--- src/rtl/axil_led_pkg.sv ---
// Shared constants for the AXI-Lite LED controller: register map, ID, LED modes and reset values.
package axil_led_pkg;

    // Register word indices (byte offset >> 2)
    localparam logic [5:0] REG_ID       = 6'h00;
    localparam logic [5:0] REG_SCRATCH  = 6'h01;
    localparam logic [5:0] REG_LED_MODE = 6'h02;
    localparam logic [5:0] REG_BLINK_MS = 6'h03;
    localparam logic [5:0] REG_PWM_DUTY = 6'h04;
    localparam logic [5:0] REG_LED_STAT = 6'h05;

    localparam logic [31:0] ID_VALUE = 32'h4C454430;  // "LED0"

    typedef enum logic [1:0] {
        MODE_OFF   = 2'b00,
        MODE_ON    = 2'b01,
        MODE_BLINK = 2'b10,
        MODE_PWM   = 2'b11
    } led_mode_e;

    localparam logic [15:0] LED_MODE_RST = 16'h0002;  // LED0 blinks as a heartbeat
    localparam logic [15:0] BLINK_MS_RST = 16'd500;
    localparam logic [7:0]  PWM_DUTY_RST = 8'h40;

    localparam logic [1:0] RESP_OKAY   = 2'b00;
    localparam logic [1:0] RESP_SLVERR = 2'b10;

    // Offsets 0x00..0x14 are backed by registers; everything above decodes as a hole.
    function automatic logic is_mapped(input logic [5:0] idx);
        return idx <= REG_LED_STAT;
    endfunction

    // Byte-lane merge of a write into the current register contents.
    function automatic logic [31:0] apply_wstrb(input logic [31:0] cur,
                                                input logic [31:0] wdata,
                                                input logic [3:0]  strb);
        logic [31:0] res;
        res = cur;
        for (int b = 0; b < 4; b++) begin
            if (strb[b]) res[8*b +: 8] = wdata[8*b +: 8];
        end
        return res;
    endfunction

endpackage

--- src/rtl/axil_led_ctrl_tick.sv ---
// 1 ms prescaler: emits a single-cycle tick every DIV clock cycles.
module led_tick_gen #(
    parameter int DIV = 250000
) (
    input  logic axi_aclk,
    input  logic axi_aresetn,
    output logic tick
);

    localparam int CW = (DIV > 1) ? $clog2(DIV) : 1;
    localparam logic [CW-1:0] LAST = CW'(DIV - 1);

    logic [CW-1:0] cnt_q;

    // Divider counter wraps at DIV-1 and fires the registered tick on the wrap
    always_ff @(posedge axi_aclk) begin
        if (!axi_aresetn) begin
            cnt_q <= '0;
            tick  <= 1'b0;
        end else begin
            tick  <= (cnt_q == LAST);
            cnt_q <= (cnt_q == LAST) ? '0 : cnt_q + 1'b1;
        end
    end

endmodule

--- src/rtl/axil_led_ctrl.sv ---
// AXI4-Lite register block driving 8 user LEDs with off/on/blink/PWM modes per LED.
module axil_led_ctrl
    import axil_led_pkg::*;
#(
    parameter int CLK_FREQ_HZ    = 250000000,
    parameter int ADDR_WIDTH     = 32,
    parameter bit LED_ACTIVE_LOW = 1'b0
) (
    input  logic                  axi_aclk,
    input  logic                  axi_aresetn,
    input  logic [ADDR_WIDTH-1:0] s_axil_awaddr,
    input  logic [2:0]            s_axil_awprot,
    input  logic                  s_axil_awvalid,
    output logic                  s_axil_awready,
    input  logic [31:0]           s_axil_wdata,
    input  logic [3:0]            s_axil_wstrb,
    input  logic                  s_axil_wvalid,
    output logic                  s_axil_wready,
    output logic [1:0]            s_axil_bresp,
    output logic                  s_axil_bvalid,
    input  logic                  s_axil_bready,
    input  logic [ADDR_WIDTH-1:0] s_axil_araddr,
    input  logic [2:0]            s_axil_arprot,
    input  logic                  s_axil_arvalid,
    output logic                  s_axil_arready,
    output logic [31:0]           s_axil_rdata,
    output logic [1:0]            s_axil_rresp,
    output logic                  s_axil_rvalid,
    input  logic                  s_axil_rready,
    output logic [7:0]            LED
);

    localparam int TICK_DIV = (CLK_FREQ_HZ / 1000 > 0) ? CLK_FREQ_HZ / 1000 : 1;

    logic        rst_done_q;
    logic        aw_held_q, w_held_q;
    logic [5:0]  aw_idx_q;
    logic [31:0] w_data_q;
    logic [3:0]  w_strb_q;
    logic        bvalid_q, rvalid_q;
    logic [1:0]  bresp_q, rresp_q;
    logic [31:0] rdata_q;

    logic [31:0] scratch_q;
    logic [15:0] led_mode_q, blink_ms_q;
    logic [7:0]  pwm_duty_q;

    logic        tick_ms;
    logic [15:0] blink_cnt_q, blink_lim;
    logic        blink_q;
    logic [7:0]  pwm_cnt_q;
    logic        pwm_q;
    logic [7:0]  led_q, led_next;

    logic        aw_hs, w_hs, ar_hs, wr_commit;
    logic [5:0]  ar_idx;
    logic [31:0] rd_mux, wr_merged;
    logic        unused_ok;

    // Protection bits and address bits outside [7:2] carry no meaning here.
    assign unused_ok = ^{s_axil_awprot, s_axil_arprot, s_axil_awaddr, s_axil_araddr};

    assign s_axil_awready = rst_done_q && !aw_held_q && !bvalid_q;
    assign s_axil_wready  = rst_done_q && !w_held_q && !bvalid_q;
    assign s_axil_arready = rst_done_q && !rvalid_q;
    assign s_axil_bvalid  = bvalid_q;
    assign s_axil_bresp   = bresp_q;
    assign s_axil_rvalid  = rvalid_q;
    assign s_axil_rresp   = rresp_q;
    assign s_axil_rdata   = rdata_q;

    assign aw_hs     = s_axil_awvalid && s_axil_awready;
    assign w_hs      = s_axil_wvalid && s_axil_wready;
    assign ar_hs     = s_axil_arvalid && s_axil_arready;
    assign wr_commit = aw_held_q && w_held_q;
    assign ar_idx    = s_axil_araddr[7:2];

    // Current contents of a register word as the host sees it.
    function automatic logic [31:0] reg_rd(input logic [5:0] idx);
        case (idx)
            REG_ID:       return ID_VALUE;
            REG_SCRATCH:  return scratch_q;
            REG_LED_MODE: return {16'h0, led_mode_q};
            REG_BLINK_MS: return {16'h0, blink_ms_q};
            REG_PWM_DUTY: return {24'h0, pwm_duty_q};
            REG_LED_STAT: return {24'h0, led_q};
            default:      return 32'h0;
        endcase
    endfunction

    // Read mux for the AR address and byte-lane merged value for the pending write
    always_comb begin
        rd_mux    = reg_rd(ar_idx);
        wr_merged = apply_wstrb(reg_rd(aw_idx_q), w_data_q, w_strb_q);
    end

    // Readies are held low until one edge after reset so they come from registered state
    always_ff @(posedge axi_aclk) begin
        if (!axi_aresetn) rst_done_q <= 1'b0;
        else              rst_done_q <= 1'b1;
    end

    // Write channel: independent AW/W holding registers, commit when both present, B response
    always_ff @(posedge axi_aclk) begin
        if (!axi_aresetn) begin
            aw_held_q <= 1'b0;
            w_held_q  <= 1'b0;
            aw_idx_q  <= '0;
            w_data_q  <= '0;
            w_strb_q  <= '0;
            bvalid_q  <= 1'b0;
            bresp_q   <= RESP_OKAY;
        end else begin
            if (aw_hs) begin
                aw_held_q <= 1'b1;
                aw_idx_q  <= s_axil_awaddr[7:2];
            end
            if (w_hs) begin
                w_held_q <= 1'b1;
                w_data_q <= s_axil_wdata;
                w_strb_q <= s_axil_wstrb;
            end
            if (wr_commit) begin
                aw_held_q <= 1'b0;
                w_held_q  <= 1'b0;
                bvalid_q  <= 1'b1;
                bresp_q   <= is_mapped(aw_idx_q) ? RESP_OKAY : RESP_SLVERR;
            end else if (bvalid_q && s_axil_bready) begin
                bvalid_q <= 1'b0;
            end
        end
    end

    // Writable registers; RO and unmapped words silently drop the write
    always_ff @(posedge axi_aclk) begin
        if (!axi_aresetn) begin
            scratch_q  <= '0;
            led_mode_q <= LED_MODE_RST;
            blink_ms_q <= BLINK_MS_RST;
            pwm_duty_q <= PWM_DUTY_RST;
        end else if (wr_commit) begin
            case (aw_idx_q)
                REG_SCRATCH:  scratch_q  <= wr_merged;
                REG_LED_MODE: led_mode_q <= wr_merged[15:0];
                REG_BLINK_MS: blink_ms_q <= wr_merged[15:0];
                REG_PWM_DUTY: pwm_duty_q <= wr_merged[7:0];
                default: ;
            endcase
        end
    end

    // Read channel: capture data on AR handshake, hold until rready
    always_ff @(posedge axi_aclk) begin
        if (!axi_aresetn) begin
            rvalid_q <= 1'b0;
            rdata_q  <= '0;
            rresp_q  <= RESP_OKAY;
        end else if (ar_hs) begin
            rvalid_q <= 1'b1;
            rdata_q  <= rd_mux;
            rresp_q  <= is_mapped(ar_idx) ? RESP_OKAY : RESP_SLVERR;
        end else if (rvalid_q && s_axil_rready) begin
            rvalid_q <= 1'b0;
        end
    end

    led_tick_gen #(
        .DIV (TICK_DIV)
    ) u_tick (
        .axi_aclk    (axi_aclk),
        .axi_aresetn (axi_aresetn),
        .tick        (tick_ms)
    );

    // A zero half-period is treated as one tick.
    assign blink_lim = (blink_ms_q == 16'd0) ? 16'd1 : blink_ms_q;

    // Blink phase: count ms ticks, toggle at the half-period, restart on any BLINK_MS write
    always_ff @(posedge axi_aclk) begin
        if (!axi_aresetn) begin
            blink_cnt_q <= '0;
            blink_q     <= 1'b0;
        end else if (wr_commit && aw_idx_q == REG_BLINK_MS) begin
            blink_cnt_q <= '0;
        end else if (tick_ms) begin
            if (blink_cnt_q >= blink_lim - 16'd1) begin
                blink_cnt_q <= '0;
                blink_q     <= ~blink_q;
            end else begin
                blink_cnt_q <= blink_cnt_q + 16'd1;
            end
        end
    end

    // Free-running 256-cycle PWM ramp
    always_ff @(posedge axi_aclk) begin
        if (!axi_aresetn) pwm_cnt_q <= '0;
        else              pwm_cnt_q <= pwm_cnt_q + 8'd1;
    end

    assign pwm_q = (pwm_cnt_q < pwm_duty_q);

    // Per-LED source select from the 2-bit mode field
    always_comb begin
        led_next = '0;
        for (int i = 0; i < 8; i++) begin
            case (led_mode_e'(led_mode_q[2*i +: 2]))
                MODE_OFF:   led_next[i] = 1'b0;
                MODE_ON:    led_next[i] = 1'b1;
                MODE_BLINK: led_next[i] = blink_q;
                MODE_PWM:   led_next[i] = pwm_q;
                default:    led_next[i] = 1'b0;
            endcase
        end
    end

    // Registered LED drive so the pins are glitch-free
    always_ff @(posedge axi_aclk) begin
        if (!axi_aresetn) led_q <= '0;
        else              led_q <= led_next;
    end

    assign LED = led_q ^ {8{LED_ACTIVE_LOW}};

endmodule

--- config.mk ---
export PLATFORM = sky130hd
export DESIGN_NAME = axil_led_ctrl
export DESIGN_NICKNAME = d
export VERILOG_FILES = /design/src/rtl/axil_led_pkg.sv /design/src/rtl/axil_led_ctrl_tick.sv /design/src/rtl/axil_led_ctrl.sv
export SDC_FILE = /design/constraint.sdc
export NUM_CORES = 1
export LEC_CHECK = 0
export BUFFER_PORTS_ARGS = -buffer_cell sky130_fd_sc_hd__buf_4
export CAP_MARGIN = 20
export CORE_MARGIN = 2
export CORE_UTILIZATION = 25
export CTS_BUF_LIST = sky130_fd_sc_hd__clkbuf_16
export DETAILED_ROUTE_END_ITERATION = 12
export GPL_ROUTABILITY_DRIVEN = 0
export SETUP_SLACK_MARGIN = 0.2
export SYNTH_ARGS = -nofsm -noshare
export SYNTH_HDL_FRONTEND = slang
export SYNTH_SLANG_ARGS = --single-unit
export TNS_END_PERCENT = 5
--- constraint.sdc ---
create_clock -name axi_aclk -period 4.8 [get_ports axi_aclk]
set_input_delay 0.72 -clock axi_aclk [delete_from_list [all_inputs] [get_ports axi_aclk]]
set_output_delay 0.72 -clock axi_aclk [all_outputs]
set_load 0.03 [all_outputs]
# Yosys cells after proc, flatten, opt, wreduce, memory -nomap -nowiden
# Cells that the tools add are included.
dict set report totals {
  elab_cells 131
  ff_bits 207
  out_inout_bits 49
  input_bits 113
}
dict set report classes {
  n_eq_ne 34
  magnitude_cmp 4
  n_addsub 4
  mux 23
  reduce_logical 40
  bitwise 3
}
# operator count
set ops {}
lappend ops {{$pmux W32 S6} 1}
lappend ops {{$pmux W32 S3} 1}
lappend ops {{$eq A2 B2 Y1 const B} 16}
lappend ops {{$mux W16} 2}
lappend ops {{$mux W8} 4}
lappend ops {{$pmux W1 S4} 8}
lappend ops {{$eq A6 B2 Y1 const B} 4}
lappend ops {{$add A18 B1 Y18 const B} 1}
lappend ops {{$eq A18 B18 Y1 const B} 1}
lappend ops {{$eq A6 B3 Y1 const B} 3}
lappend ops {{$add A16 B1 Y16 const B} 1}
lappend ops {{$eq A2 B1 Y1 const B} 8}
lappend ops {{$ge A16 B16 Y1} 1}
lappend ops {{$logic_not A16 Y1} 1}
lappend ops {{$logic_not A2 Y1} 8}
lappend ops {{$sub A16 B1 Y16 const B} 1}
lappend ops {{$eq A6 B1 Y1 const B} 2}
lappend ops {{$le A6 B3 Y1 const B} 2}
lappend ops {{$logic_and A1 B1 Y1} 12}
lappend ops {{$reduce_and A3 Y1} 3}
lappend ops {{$add A8 B1 Y8 const B} 1}
lappend ops {{$lt A8 B8 Y1} 1}
lappend ops {{$reduce_and A2 Y1} 4}
lappend ops {{$reduce_bool A4 Y1} 2}
lappend ops {{other kinds (7)} 20}

# Depth between registers and ports, before layout
dict set report logic_depth {
  ltp_word 5
  mapped_depth 19
  mapped_depth_nobuf 18
}

# Modules after synthesis
# From an unflattened synthesis, not the netlist that was laid out.
dict set report unflattened {
  hier_cells 1121
  area_unflattened_um2 9178.8
}
# module instances cells_each seq_area_each_um2 area_each_um2
set by_module_without_submodules {}
lappend by_module_without_submodules {axil_led_ctrl 1 1027 3723.6 8340.5}
lappend by_module_without_submodules {led_tick_gen 1 94 380.4 838.3}

# Worst setup path before layout
# OpenSTA, ideal clock, no wires.
dict set report synth_timing {
  kind {reg-to-reg}
  from {register blink_ms_q[4]}
  to {register blink_cnt_q[10]}
  setup_slack_ns 0.501
  stages_incl_launch_ff 19
  required_ns 4.735
  t_arrival_ns 4.234
  path_buffers 1
  synth_period_minus_slack_ns 4.299
  setup_time_ns 0.065
  cell_sequence {dfxtp_1 -> or3_1 -> or4_4 -> or4_4 -> nand2b_1 -> nor2_1 -> nor2_1 -> ha_1 -> nand2_1 -> nor3_1 -> xnor2_1 -> ha_1 -> and3_1 -> o211ai_1 -> a21oi_1 -> a211oi_1 -> o21bai_1 -> clkbuf_1 -> nor2_1}
}
dict set report synth_between {
  elab_chain_cells 5
}
# element line
set synth_rtl {}
lappend synth_rtl {{start: declaration} axil_led_ctrl.sv:45} ;# logic [15:0] led_mode_q, blink_ms_q;
lappend synth_rtl {{start signal: assignment} axil_led_ctrl.sv:145} ;# REG_BLINK_MS: blink_ms_q <= wr_merged[15:0];
lappend synth_rtl {{$logic_not A16 Y1} axil_led_ctrl.sv:176} ;# assign blink_lim = (blink_ms_q == 16'd0) ? 16'd1 : blink_ms_q;
lappend synth_rtl {{$mux W16 (*)} axil_led_ctrl.sv:176}
lappend synth_rtl {{$sub A16 B1 Y16 (*)} axil_led_ctrl.sv:186} ;# if (blink_cnt_q >= blink_lim - 16'd1) begin
lappend synth_rtl {{$ge A16 B16 Y1 (*)} axil_led_ctrl.sv:186}
lappend synth_rtl {{$mux W16 (*)} axil_led_ctrl.sv:186}
lappend synth_rtl {{end signal: assignment} axil_led_ctrl.sv:190} ;# blink_cnt_q <= blink_cnt_q + 16'd1;
lappend synth_rtl {{end: declaration} axil_led_ctrl.sv:49} ;# logic [15:0] blink_cnt_q, blink_lim;
# Every way passes the cells marked *; elsewhere a longest branch is shown, timed or not.
# A chain may end at the register's enable or synchronous reset.

# Final worst setup path
dict set report layout_timing {
  from {register blink_ms_q[6]}
  to {register blink_q}
}
dict set report layout_between {
  elab_chain_cells 5
}
# element line
set layout_rtl {}
lappend layout_rtl {{$logic_not A16 Y1} axil_led_ctrl.sv:176}
lappend layout_rtl {{$mux W16 (*)} axil_led_ctrl.sv:176}
lappend layout_rtl {{$sub A16 B1 Y16 (*)} axil_led_ctrl.sv:186}
lappend layout_rtl {{$ge A16 B16 Y1 (*)} axil_led_ctrl.sv:186}
lappend layout_rtl {{$reduce_and A3 Y1 (no source line) (*)} n/a}
lappend layout_rtl {{end signal: assignment} axil_led_ctrl.sv:188} ;# blink_q <= ~blink_q;
lappend layout_rtl {{end: declaration} axil_led_ctrl.sv:50} ;# logic blink_q;
# Marks and branches as above.

==> impl_metrics.env <==
export IMPL_synthFlopType="dfxtp_1"
export IMPL_detailed_place_hpwl_um=18900
export IMPL_cpPeakStageDelay_ps=510
export IMPL_fillers=3856
export IMPL_core_um2=36300
export IMPL_routed_wl_um=26700
export IMPL_clk_pin_slew_ps=60
export IMPL_diodes=0
export IMPL_worst_pin_slew_ps=1090
export IMPL_status="completed"
export IMPL_multi_input_area_um2=4730
export IMPL_hold_class="reg -> reg"
export IMPL_p_leak_nw=4.06
export IMPL_ir_drop_mv=0.233
export IMPL_detail_route_antenna_nets=0
export IMPL_syn_area_per_cell_um2=8.15
export IMPL_pwr_density_cell_nw_per_um2=336
export IMPL_drv_slew=0
export IMPL_first_pass_iters=6
export IMPL_grt_overflow=0
export IMPL_cp_num_buf_inv=0
export IMPL_rsz0062_at_grt="false"
export IMPL_worst_setup_path_start_kind="register"
export IMPL_fmax_mhz=231
export IMPL_synth_edf_count=0
export IMPL_area_growth_pct=21.6
export IMPL_vias=8206
export IMPL_htree_num_levels=1
export IMPL_ys_types=54
export IMPL_cp_arrival_ps=4740
export IMPL_post_route_drc_count=0
export IMPL_ys_seq_area_frac=0.449
export IMPL_hold_viol=0
export IMPL_die_area_um2=38100
export IMPL_fin_nets=1337
export IMPL_start_util=0.252
export IMPL_path_class="reg -> reg"
export IMPL_worst_setup_path_end_kind="register"
export IMPL_die_height_um=195
export IMPL_port_buffers=101
export IMPL_synthesis_area_um2=9140
export IMPL_grt_util_all_layers=0.136
export IMPL_crit_chain="or3_1 > or4_4 > or4_4 > nand2b_1 > nor2_1 > nor2_1 > ha_1 > nand2_2 > nor2_1 > nand2_1 > xor2_1 > ha_1 > nand4_1 > or3_1 > o211ai_1 > a211oi_2 > or3_1 > a21oi_1"
export IMPL_syn_instance_count=1122
export IMPL_grt_pass1_wl_um=42100
export IMPL_async_flop_share=0
export IMPL_die_w_um=195
export IMPL_tns_ps=0
export IMPL_pin_count=162
export IMPL_skew_ps=11.9
export IMPL_antenna_found_initial=1
export IMPL_fp_row_count=70
export IMPL_cts_sinks=205
export IMPL_seqCellArea_um2=4100
export IMPL_final_cells=1682
export IMPL_crit_fanout=5
export IMPL_period_minus_slack_ps=4320
export IMPL_setup_viol=0
export IMPL_numCtsBuffers=24
export IMPL_wl_per_cell_um=15.9
export IMPL_period_share=0.900
export IMPL_path_delay_family="simple AND/OR/NAND/NOR gates"
export IMPL_yosys_register_bits=205
export IMPL_postCtsSetupRepairBufs=0
export IMPL_viasPerCell=4.88
export IMPL_synth_warnings=0
export IMPL_drive_above_1_share=0.147
export IMPL_post_place_cells=1639
export IMPL_critPathSlowestCell="or4_4"
export IMPL_clock_path_buffers=3
export IMPL_hold_buffers=0
export IMPL_drt_first_iter_violations=699
export IMPL_clock_latency_ps=510
export IMPL_cap_violations=0
export IMPL_root_buffer="clkbuf_16"
export IMPL_first_global_vias=7510
export IMPL_cts_tree="done"
export IMPL_grt_max_degree=55
export IMPL_crit_required_ps=5220
export IMPL_maxSlewHeadroom=0.273
-- sequential cells by signal, summed over array words and instances (netlist names), 16 cells and up --
name / count
u_tick.cnt_q: 18
blink_ms_q: 16
scratch_q: 32
w_data_q: 32
s_axil_rdata: 32
blink_cnt_q: 16
led_mode_q: 16
-- what timing repair did --
item,4_1_cts,5_1_grt
endpoints found under the setup margin,0,17
gates resized for setup,0,2
endpoints found under the hold margin,0,0
-- cell usage in the layout, fill, tap and decap left out, types with 4 or more instances in the layout --
| master | n |
|---|---|
| a222oi_1 | 8 |
| xnor2_1 | 19 |
| o211ai_1 | 5 |
| nor4_1 | 5 |
| and3_1 | 7 |
| nand2_1 | 215 |
| clkinv_2 | 6 |
| and4_1 | 4 |
| a22oi_1 | 30 |
| dfxtp_1 | 205 |
| xor2_1 | 26 |
| a31oi_1 | 9 |
| nand4_1 | 10 |
| mux2_2 | 14 |
| o21ai_0 | 49 |
| mux2i_1 | 20 |
| a221oi_1 | 6 |
| a21oi_1 | 115 |
| and2_1 | 10 |
| nand2b_1 | 11 |
| nor2_1 | 118 |
| a311oi_1 | 8 |
| nand3_1 | 51 |
| ha_1 | 27 |
| buf_4 | 116 |
| nand3b_1 | 9 |
| nor2b_1 | 4 |
| inv_1 | 19 |
| nor3_1 | 10 |
| clkbuf_16 | 25 |
| clkinv_1 | 6 |
| or3_1 | 4 |
-- per-layer routing --
metal | global-route usage | vias up | wire length (um)
li1 | - | 4050 | -
met1 | 0.201 | 3862 | 13000
met2 | 0.202 | 261 | 11300
met3 | 0.0276 | 31 | 1970
met4 | 0.0317 | 2 | 425
met5 | 0 | - | 16
-- Yosys cell counts, types with 6 or more instances --
cell type  count  area [um2]
inv_1         15        56.3
a222oi_1       8        80.1
a22oi_1       30         225
o21ai_0       49         245
mux2_2        14         158
and3_1         7        43.8
xnor2_1       19         166
nand3b_1       9        67.6
nand3_1       51         255
dfxtp_1      205        4100
nand2b_1      11        68.8
ha_1          27         338
nor2_1       118         443
xor2_1        26         228
a311oi_1       8        70.1
and2_1        10        62.6
mux2i_1       20         200
a221oi_1       6        52.6
clkbuf_1      59         221
nand2_1      216         811
a31oi_1        9        56.3
nor3_1        10        50.1
nor4_1         7        43.8
a21oi_1      115         576
nand4_1       10        62.6
-- where the power goes --
| group | switching [mW] | internal [mW] | total, mW |
|---|---|---|---|
| combinational | 0.147 | 0.0831 | 0.230 |
| clock | 0.707 | 1.04 | 1.75 |
| sequential | 0.0227 | 1.73 | 1.75 |
| total | 0.877 | 2.86 | 3.74 |
-- final timing paths --
path	cells past startpoint	slack, ps	end	from
max reg2reg	18	480	blink_q$_SDFFE_PN0P_	blink_ms_q[6]$_SDFFE_PN1P_
min reg2reg	1	440	u_tick.cnt_q[0]$_SDFF_PP0_	u_tick.cnt_q[0]$_SDFF_PP0_
max	18	480	blink_q$_SDFFE_PN0P_	blink_ms_q[6]$_SDFFE_PN1P_
min	1	440	u_tick.cnt_q[0]$_SDFF_PP0_	u_tick.cnt_q[0]$_SDFF_PP0_
-- per-stage QoR --
stage	hold WS (ps)	total power [mW]	setup WS (ps)	instance area, um2	utilization
2_1_floorplan	418	1.92	501	9150	-
3_3_place_gp	431	2.02	323	10300	0.285
3_5_place_dp	439	2.02	275	10300	0.285
4_1_cts	444	3.78	250	11100	0.306
5_1_grt	450	3.88	213	11100	0.306
6_report	445	3.74	479	11100	0.306
-- worst reg2reg max path, stage by stage (launching register included) --
cell      delay (ps)
dfxtp_1          350
or3_1            380
or4_4            480
or4_4            510
nand2b_1         180
nor2_1           120
nor2_1            70
ha_1             220
nand2_2          110
nor2_1            90
nand2_1           70
xor2_1            70
ha_1             300
nand4_1          150
or3_1            410
o211ai_1         120
a211oi_2         100
or3_1            360
a21oi_1          130
-- layout make-up --
cell class	count	share of cell area
multi-input cells	833	0.426
flip-flops and latches	205	0.369
repair buffers	116	0.0783
clock buffers	25	0.0563
well taps	468	0.0527
clock inverters	18	0.0120
inverters	17	0.00585
-- cells by family (layout without fill, tap and decap cells) --
family	count (synthesis)	after routing	synth area share
AO/OA/AOI/OAI	254	254	0.168
XOR/XNOR	45	45	0.0431
adder cells (fa/ha/maj)	27	27	0.0370
buffers and inverters	85	176	0.0367
flip-flops	205	205	0.449
multiplexers	34	34	0.0391
other	1	2	0.000410
AND/OR/NAND/NOR	471	471	0.227
No activity file was read; power rests on OpenSTA's default activity.
